==> src/rtl/lc3b_types.sv <==
// ---------------------------------------------------------------------------
// lc3b_types
//   Shared types for the pipelined LC-3b core. This slice holds what the
//   cache/memory arbiter needs:
//     lc3b_line    - one 128-bit cache line
//     arb_state_t  - arbiter states (IDLE, SERVE_I, SERVE_D)
//     arb_owner_t  - which cache owns (or last owned) the memory port
//     dcache_wins  - grant decision when the port is idle
// ---------------------------------------------------------------------------
package lc3b_types;

  typedef logic [127:0] lc3b_line;

  typedef enum logic [1:0] {
    IDLE    = 2'b00,
    SERVE_I = 2'b01,
    SERVE_D = 2'b10
  } arb_state_t;

  typedef enum logic {
    OWNER_I = 1'b0,
    OWNER_D = 1'b1
  } arb_owner_t;

  // dcache takes the port when it is pending and either icache is not
  // pending or dcache currently holds priority.
  function automatic logic dcache_wins(input logic i_pending,
                                       input logic d_pending,
                                       input logic prefer_d);
    return d_pending && (!i_pending || prefer_d);
  endfunction

endpackage

==> src/rtl/cache_mem_arbiter.sv <==
// ---------------------------------------------------------------------------
// cache_mem_arbiter
//   Shares the single physical memory port between the icache (line reads)
//   and the dcache (line reads and writebacks). One line transaction is
//   in flight at a time; the address, writeback data and operation are
//   captured at grant so memory sees stable signals until pmem_resp, and
//   the completion pulse goes back to the owning cache only.
//
//   Configuration macro:
//     ARB_ROUND_ROBIN_EN - when defined, a last_grant flop alternates
//                          priority when both caches contend; when
//                          undefined, dcache always beats icache.
//
//   Ports:
//     clk, reset                     clock, async active-high reset
//     icache_read/address            icache line read request
//     icache_rdata/resp              read line and completion pulse to icache
//     dcache_read/write/address/wdata dcache read / writeback request
//     dcache_rdata/resp              read line and completion pulse to dcache
//     pmem_read/write                registered memory strobes
//     pmem_address/wdata             captured transaction attributes
//     pmem_rdata/resp                memory read data and completion pulse
//     arb_busy                       high while a transaction is owned
// ---------------------------------------------------------------------------
module cache_mem_arbiter
  import lc3b_types::*;
#(
  parameter int ADDR_WIDTH = 16,
  parameter int LINE_WIDTH = 128
) (
  input  logic                  clk,
  input  logic                  reset,

  input  logic                  icache_read,
  input  logic [ADDR_WIDTH-1:0] icache_address,
  output logic [LINE_WIDTH-1:0] icache_rdata,
  output logic                  icache_resp,

  input  logic                  dcache_read,
  input  logic                  dcache_write,
  input  logic [ADDR_WIDTH-1:0] dcache_address,
  input  logic [LINE_WIDTH-1:0] dcache_wdata,
  output logic [LINE_WIDTH-1:0] dcache_rdata,
  output logic                  dcache_resp,

  output logic                  pmem_read,
  output logic                  pmem_write,
  output logic [ADDR_WIDTH-1:0] pmem_address,
  output logic [LINE_WIDTH-1:0] pmem_wdata,
  input  logic [LINE_WIDTH-1:0] pmem_rdata,
  input  logic                  pmem_resp,

  output logic                  arb_busy
);

  arb_state_t state, next_state;

  logic i_pending;
  logic d_pending;
  logic prefer_d;
  logic grant_i;
  logic grant_d;

  assign i_pending = icache_read;
  assign d_pending = dcache_read | dcache_write;

  // -------------------------------------------------------------------------
  // Priority source
  // -------------------------------------------------------------------------
`ifdef ARB_ROUND_ROBIN_EN
  arb_owner_t last_grant;

  always_ff @(posedge clk or posedge reset) begin
    if (reset) begin
      last_grant <= OWNER_I;
    end else if (grant_d) begin
      last_grant <= OWNER_D;
    end else if (grant_i) begin
      last_grant <= OWNER_I;
    end
  end

  // Whoever was not served last wins a tie.
  assign prefer_d = (last_grant == OWNER_I);
`else
  assign prefer_d = 1'b1;
`endif

  // -------------------------------------------------------------------------
  // State register
  // -------------------------------------------------------------------------
  // NOTE: state flops use non-blocking (<=) so every flop samples values
  // from before the edge; blocking here would create order-dependent races.
  always_ff @(posedge clk or posedge reset) begin
    if (reset) begin
      state <= IDLE;
    end else begin
      state <= next_state;
    end
  end

  // -------------------------------------------------------------------------
  // Next state, grant decode and completion pulses
  // -------------------------------------------------------------------------
  // NOTE: every signal written here gets a default first; a path that
  // leaves one unassigned would infer a latch.
  always_comb begin
    next_state  = state;
    grant_i     = 1'b0;
    grant_d     = 1'b0;
    icache_resp = 1'b0;
    dcache_resp = 1'b0;

    unique case (state)
      IDLE: begin
        // pmem_resp is deliberately ignored here: nothing is in flight.
        if (dcache_wins(i_pending, d_pending, prefer_d)) begin
          grant_d    = 1'b1;
          next_state = SERVE_D;
        end else if (i_pending) begin
          grant_i    = 1'b1;
          next_state = SERVE_I;
        end
      end

      SERVE_I: begin
        if (pmem_resp) begin
          icache_resp = 1'b1;
          next_state  = IDLE;
        end
      end

      SERVE_D: begin
        if (pmem_resp) begin
          dcache_resp = 1'b1;
          next_state  = IDLE;
        end
      end

      default: next_state = IDLE;
    endcase
  end

  // -------------------------------------------------------------------------
  // Memory strobes: set on the grant edge, held until the edge after
  // pmem_resp. Returning to IDLE first guarantees one idle cycle between
  // transactions, so a request still high in its resp cycle is not regranted.
  // -------------------------------------------------------------------------
  always_ff @(posedge clk or posedge reset) begin
    if (reset) begin
      pmem_read  <= 1'b0;
      pmem_write <= 1'b0;
    end else if (grant_d) begin
      // A writeback takes precedence over a read if both are raised.
      pmem_read  <= ~dcache_write;
      pmem_write <= dcache_write;
    end else if (grant_i) begin
      pmem_read  <= 1'b1;
      pmem_write <= 1'b0;
    end else if (state != IDLE && pmem_resp) begin
      pmem_read  <= 1'b0;
      pmem_write <= 1'b0;
    end
  end

  // -------------------------------------------------------------------------
  // Capture registers: requester inputs are only looked at on the grant edge.
  // -------------------------------------------------------------------------
  // NOTE: these data registers are reset even though only the strobes need
  // it, so memory never sees a stale address or line coming out of reset.
  always_ff @(posedge clk or posedge reset) begin
    if (reset) begin
      pmem_address <= '0;
    end else if (grant_d) begin
      pmem_address <= dcache_address;
    end else if (grant_i) begin
      pmem_address <= icache_address;
    end
  end

  always_ff @(posedge clk or posedge reset) begin
    if (reset) begin
      pmem_wdata <= '0;
    end else if (grant_d) begin
      pmem_wdata <= dcache_wdata;
    end
  end

  // -------------------------------------------------------------------------
  // Read data fans out to both caches; only the owner's resp qualifies it.
  // -------------------------------------------------------------------------
  assign icache_rdata = pmem_rdata;
  assign dcache_rdata = pmem_rdata;
  assign arb_busy     = (state != IDLE);

endmodule

==> config.mk <==
export PLATFORM = sky130hd
export DESIGN_NAME = cache_mem_arbiter
export DESIGN_NICKNAME = d
export VERILOG_FILES = /design/src/rtl/lc3b_types.sv /design/src/rtl/cache_mem_arbiter.sv
export SDC_FILE = /design/constraint.sdc
export NUM_CORES = 1
export LEC_CHECK = 0
export CAP_MARGIN = 10
export CORE_AREA = 2 2 270 272
export CTS_BUF_LIST = sky130_fd_sc_hd__clkbuf_16
export DETAILED_ROUTE_END_ITERATION = 16
export DIE_AREA = 0 0 272 274
export SLEW_MARGIN = 20
export SYNTH_ARGS = -nofsm -noshare
export SYNTH_HDL_FRONTEND = slang
export SYNTH_SLANG_ARGS = --single-unit
==> constraint.sdc <==
create_clock -name clk -period 4.71 [get_ports clk]
set_input_delay 0.7065 -clock clk [delete_from_list [all_inputs] [get_ports clk]]
set_output_delay 0.7065 -clock clk [all_outputs]
set_load 0.005 [all_outputs]
==> results of run 1 <==
-- cells in the mapped netlist --
cell type and count:
buf_4 256, o21ai_1 2, nand4bb_1 1, and2_1 2, a21oi_1 3, o22ai_1 16
dfrtp_1 148, nor2_1 34, o21ai_0 1, buf_2 12, inv_1 4, nand2b_1 1
mux2_4 33, nor3_1 1, nand2_1 2, o31a_1 1, clkbuf_1 1, ha_1 3
mux2_2 95, or3b_2 1, o31ai_1 1, buf_6 6, mux2i_1 1
-- kinds of logic (layout without fill, tap and decap cells) --
group / Yosys count / after routing / share of synthesized area (%)
mux: 129 / 129 / 20.4
compound gates: 24 / 24 / 1.90
fa+ha+maj: 3 / 3 / 0.487
buf+inv: 279 / 354 / 26.8
flops: 148 / 148 / 48.0
simple gates: 42 / 42 / 2.32
-- worst max-delay path by stage --
stage,startpoint,endpoint,slack (ns)
finish,pmem_resp,icache_resp,2.10
global route,state[1]$_DFFE_PP0P_,arb_busy,1.98
CTS,state[0]$_DFFE_PP0P_,arb_busy,2.05
detailed placement,dcache_write,pmem_address[10]$_DFFE_PP0P_,1.97
global placement,dcache_write,pmem_address[6]$_DFFE_PP0P_,2.08
floorplan,reset,pmem_address[0]$_DFFE_PP0P_,0.02
-- registers in the layout, indices dropped and copies added (netlist names) --
signal / flops
pmem_address: 16
pmem_read: 1
state: 2
pmem_wdata: 128
pmem_write: 1
-- metal layers --
metal	vias to the layer above	global-route usage, %
met5	-	0.642
li1	1925	-
met4	6	6.04
met3	133	4.47
met2	342	8.93
met1	2130	4.96
-- where the power goes --
part | total, mW | switching, mW | internal (mW)
combinational | 3.06 | 1.02 | 2.04
clock | 1.43 | 0.636 | 0.793
sequential | 2.29 | 0.364 | 1.93
-- area by class of cell --
cell class	instances	area (um2)	area share, %
Clock buffer	17	425	3.98
Clock inverter	15	171	1.60
Inverter	4	20.0	0.187
Multi-Input combinational cell	198	1950	18.3
Sequential cell	148	3700	34.7
Tap cell	959	1200	11.2
Timing Repair Buffer	318	3210	30.1
-- per-stage QoR --
step / power (mW) / util, % / std cells / setup slack, ns
after global placement: 5.36 / 14.0 / 1627 / 2.08
after floorplan: 3.81 / - / 625 / 0.0238
after detailed placement: 5.42 / 14.0 / 1627 / 1.97
after CTS: 6.95 / 14.8 / 1659 / 2.05
final: 6.78 / 14.8 / 1659 / 2.10
after global routing: 7.24 / 14.8 / 1659 / 1.98
-- worst max-delay path, delay by kind of cell --
family,cells,cell delay (ns)
buffers and inverters,2,1.03
AND/OR/NAND/NOR,1,0.16
==> qor.csv, run 1 <==
stage;metric;value;unit
floorplanning;IO Pins;699;
floorplanning;die height;274;um
placed_design;IO Port Bufs;314;
worst_setup_path;most used cell, CP;clkdlybuf4s50_1;
global_route;GRT overflow;0;
finish;commonest non-fill, non-tap cell in the layout;clkdlybuf4s50_1;
clock_network;clock-pin slew on the worst setup and hold paths;0.07;ns
drt;total number of vias;4536;
worst_setup_path;CP max stage delay;0.53;ns
finish;layout cells sized above 1;23.7;%
sta;RSZ-0062 raised after global routing;false;
sta;Tcrit/Tclk final;55.3;%
finish;commonest non-fill, non-tap cells in the layout;314 x clkdlybuf4s50_1, 148 x dfrtp_1, 95 x mux2_2;
hold_path;Hold Path End;pmem_address[5]$_DFFE_PP0P_;
worst_setup_path;Critical Path Source Type;input port;
global_route;Total GRT Usage;5.98;%
clock_network;post-cts resize count;0;
sta;clk_skew;0.0110;ns
sta;WHS;0.503;ns
clock_network;Bufs on Longest Clock Path;2;
clock_network;CTS Hold Buffers Added;0;
clock_network;H-tree depth;4;
worst_setup_path;crit-path cells;clkdlybuf4s50_1, and2_1, clkdlybuf4s50_1;
sta;fin. max-slew vios;0;
sta;setup TNS;0;ns
finish;fin area;10700;um2
run_status;status;finished, final reports clean;
clock_network;CTS Buf Count;17;
finish;Filler cells;7962;
power_and_ir_drop;pwr/cell area;635;nW/um2
hold_path;hold path start;pmem_address[5]$_DFFE_PP0P_;
sta;fmax;384;MHz
worst_setup_path;Critical R2R Launch;state[0]$_DFFE_PP0P_;
finish;synthesis-to-layout area growth;38.5;%
clock_network;clock latency on the worst-skew pair;0.47;ns
global_route;largest net degree at the start of global routing;77;
power_and_ir_drop;P_leak;4.10;nW
worst_setup_path;critical path class;input port to primary output;
sta;final setup fails;0;
global_route;vias in the first global route;4980;
synthesis;Mapped Nets;922;
worst_setup_path;Worst setup EP type;primary output;
placed_design;DP HPWL;17200;um
drt;ANT nets after route;0;
drt;Met1 Wirelength;6850;um
global_route;initial antenna violation count;2;
worst_setup_path;reg2reg end;pmem_address[10]$_DFFE_PP0P_;
drt;drt wl/cell;13.6;um
worst_setup_path;cells on worst reg2reg path;5;
synthesis;Seq/Total Area, Yosys;48.0;%
clock_network;CTS root buf;clkbuf_16;
clock_network;TritonCTS sink count;148;
synthesis;Synth Instances;625;
worst_setup_path;CP arrival;1.90;ns
floorplanning;Die W;272;um
worst_setup_path;flop2flop setup slack;2.59;ns
synthesis;mean post-synth cell area;12.3;um2
worst_setup_path;crit-path max FO;4;
sta;relative slew slack;41.0;%
drt;Post-Route WL;22600;um
worst_setup_path;critical path's slowest cell;clkdlybuf4s50_1;
drt;DR iter-0 viols;105;
finish;Final Net Count;984;
floorplanning;starting density of the core;10.7;%
drt;DR WL met3;3290;um
global_route;first-pass GRT wire length;31700;um
clock_network;clock tree from TritonCTS;built;
synthesis;synth warn;0;
drt;Detailed Routing Iterations Pass 1;4;
hold_path;HP Class;register to register;
power_and_ir_drop;peak supply drop;0.327;mV
finish;Antenna diodes;0;
floorplanning;Die Area;74500;um2
synthesis;cell area after synthesis;7710;um2
floorplanning;core box area;72000;um2
worst_setup_path;required time of the critical path;4.00;ns
placed_design;Placer Congestion;0.709;
drt;top sig layer;met5;
synthesis;synth unique cells;23;
floorplanning;# rows;99;
sta;min Tclk post-route;2.61;ns
synthesis;dominant cells by area after synthesis;dfrtp_1 48%, buf_4 25%, mux2_2 14%;
clock_network;setup repair bufs after CTS;0;
synthesis;#FFs+latches synth;148;
sta;final hold violations;0;
sta;Worst-Margin Slew;0.880;ns
synthesis;post-synth top area share;48.0;%
drt;DRC;0;
synthesis;leading area contributor after synthesis;dfrtp_1;
drt;met2 WL;10500;um
placed_design;DP Area;10100;um2
run;Max Cap Viol;0;
drt;Vias/cell;2.73;
hold_path;worst hold path depth;2;
No activity file was read; power rests on OpenSTA's default activity.
==> inputs of run 2 (changes only) <==
Settings changed: CORE_AREA 2 2 270 272 to 2 2 276 278, DIE_AREA 0 0 272 274 to 0 0 278 280.
Clock period 4.71 ns to 2.7 ns, I/O delays scaled along.
==> qor.csv, run 2 (synthesis gave the netlist of run 1 again) <==
stage;metric;value;unit;change
worst_setup_path;Top delay family on crit path;buffers and inverters;;
clock_network;post-cts resize count;0;;unchanged
placed_design;DP HPWL;18000;um;+4.7%
finish;layout cells sized above 1;25.0;%;+1.3 points
drt;ANT nets after route;0;;unchanged
sta;fmax;430;MHz;
drt;DRC;0;;unchanged
finish;commonest non-fill, non-tap cells in the layout;314 x clkdlybuf4s50_1, 148 x dfrtp_1, 95 x mux2_2;;
drt;Detailed Routing Iterations Pass 1;4;;unchanged
sta;fin. max-slew vios;0;;unchanged
sta;WHS;0.352;ns;-0.151 ns
global_route;largest net degree at the start of global routing;64;;-17%
worst_setup_path;Worst setup EP type;primary output;;
drt;DR iter-0 viols;116;;+10%
placed_design;Post-Place Cells;1657;;+1.8%
worst_setup_path;CP arrival;1.92;ns;+0.02 ns
finish;commonest non-fill, non-tap cell in the layout;clkdlybuf4s50_1;;
finish;synthesis-to-layout area growth;40.1;%;
global_route;vias in the first global route;5077;;+1.9%
worst_setup_path;required time of the critical path;2.30;ns;-1.70 ns
floorplanning;Die W;278;um;+2.2%
worst_setup_path;flop2flop setup slack;0.85;ns;-1.74 ns
worst_setup_path;most used cell, CP;inv_1;;
global_route;first-pass GRT wire length;33900;um;+6.9%
sta;final hold violations;0;;unchanged
power_and_ir_drop;peak supply drop;0.846;mV;+160%
clock_network;Bufs on Longest Clock Path;2;;unchanged
clock_network;clock latency on the worst-skew pair;0.48;ns;about the same
finish;Antenna diodes;0;;unchanged
floorplanning;# rows;101;;+2.0%
drt;Vias/cell;2.70;;-1.4%
worst_setup_path;crit-path cells;inv_1, ha_1, inv_1, clkdlybuf4s50_1;;
floorplanning;IO Pins;699;;unchanged
floorplanning;Die Area;77800;um2;+4.4%
clock_network;CTS Buf Count;17;;unchanged
power_and_ir_drop;pwr/cell area;1110;nW/um2;+74%
power_and_ir_drop;P_leak;4.14;nW;+0.95%
worst_setup_path;reg2reg end;pmem_wdata[19]$_DFFE_PP0P_;;
global_route;Total GRT Usage;6.17;%;+0.20 points
drt;total number of vias;4554;;+0.40%
sta;setup TNS;0;ns;unchanged
sta;final setup fails;0;;unchanged
run_status;status;finished, final reports clean;;
placed_design;IO Port Bufs;314;;unchanged
floorplanning;die height;280;um;+2.2%
hold_path;HP Class;input port to asynchronous set/reset pin;;
sta;relative slew slack;51.5;%;+10 points
worst_setup_path;crit-path max FO;6;;+2
drt;Post-Route WL;23500;um;+4.1%
finish;Final Net Count;995;;+1.1%
finish;max reg flops;128;;unchanged
sta;min Tclk post-route;2.33;ns;
worst_setup_path;Worst Path Buf+Inv;3;;+1
floorplanning;starting density of the core;10.3;%;-0.46 points
clock_network;clock tree from TritonCTS;built;;
run;Max Cap Viol;0;;unchanged
finish;Post-Layout Cell Count;1689;;+1.8%
sta;Tcrit/Tclk final;86.1;%;
worst_setup_path;Critical Path Source Type;register;;
clock_network;H-tree depth;4;;unchanged
finish;Top Registers;pmem_wdata (128), pmem_address (16), state (2);;
worst_setup_path;cells on worst reg2reg path;6;;+1
finish;Filler cells;8334;;+4.7%
finish;most flop-heavy register;pmem_wdata;;
sta;RSZ-0062 raised after global routing;false;;
global_route;initial antenna violation count;1;;-1
drt;drt wl/cell;13.9;um;+2.3%
worst_setup_path;CP max stage delay;0.53;ns;about the same
worst_setup_path;Critical R2R Launch;state[0]$_DFFE_PP0P_;;
clock_network;CTS Hold Buffers Added;0;;unchanged
worst_setup_path;critical path's slowest cell;clkdlybuf4s50_1;;
clock_network;TritonCTS sink count;148;;unchanged
floorplanning;core box area;75200;um2;+4.5%
clock_network;clock-pin slew on the worst setup and hold paths;0.08;ns;about the same
global_route;GRT overflow;0;;unchanged
sta;Worst-Margin Slew;0.728;ns;-0.152 ns
placed_design;Placer Congestion;0.687;;-3.1%
clock_network;CTS root buf;clkbuf_16;;
sta;clk_skew;0.0133;ns;+0.00228 ns
clock_network;setup repair bufs after CTS;0;;unchanged
worst_setup_path;critical path class;register to primary output;;
[run 2: cell types whose count changed in the layout (fill, tap and decap cells not counted), sizes merged]
| cell | previous run | this run |
|---|---|---|
| inv | 10 | 12 |
| clkinvlp | 0 | 4 |
| buf | 4 | 15 |
| clkinv | 7 | 3 |
| bufinv | 2 | 0 |
[run 2: cell type report]
cell class              instances  area [um2]  area share [%]
clock buffers                  17         425            3.94
clock inverters                15         160            1.48
inverters                       4        18.8           0.174
multi-input cells             198        1950            18.1
well taps                     978        1220            11.3
flip-flops and latches        148        3700            34.3
repair buffers                329        3320            30.7
[run 2: worst max-delay path by stage]
stage,slack (ns),to,cells past startpoint,start
floorplan,0.43,pmem_address[0]$_DFFE_PP0P_,1,reset
global placement,0.53,pmem_wdata[18]$_DFFE_PP0P_,5,dcache_read
detailed placement,0.49,pmem_wdata[96]$_DFFE_PP0P_,5,dcache_read
CTS,0.26,arb_busy,4,state[0]$_DFFE_PP0P_
global route,0.20,arb_busy,4,state[1]$_DFFE_PP0P_
finish,0.37,arb_busy,4,state[0]$_DFFE_PP0P_
[run 2: layer usage]
metal / share of wire, % / track usage, % / vias up
li1: - / - / 1947
met1: 33 / 5.69 / 2141
met2: 47 / 9.54 / 348
met3: 12 / 3.52 / 118
met4: 7.8 / 5.96 / 0
met5: 0 / 0 / -
[run 2: report_power, final]
part | switching [mW] | internal [mW] | total, mW
Combinational | 1.85 | 3.64 | 5.49
Sequential | 0.648 | 3.36 | 4.01
Clock | 1.21 | 1.24 | 2.45
Total | 3.71 | 8.24 | 12.0
[run 2: stage by stage]
step	instance area (um2)	utilization [%]	power (mW)	setup WS (ns)
finish	10800	14.4	12.0	0.374
global route	10800	14.4	12.8	0.204
CTS	10800	14.4	12.3	0.262
detailed placement	10200	13.6	9.66	0.485
global placement	10200	13.6	9.53	0.531
floorplan	7710	-	6.64	0.434
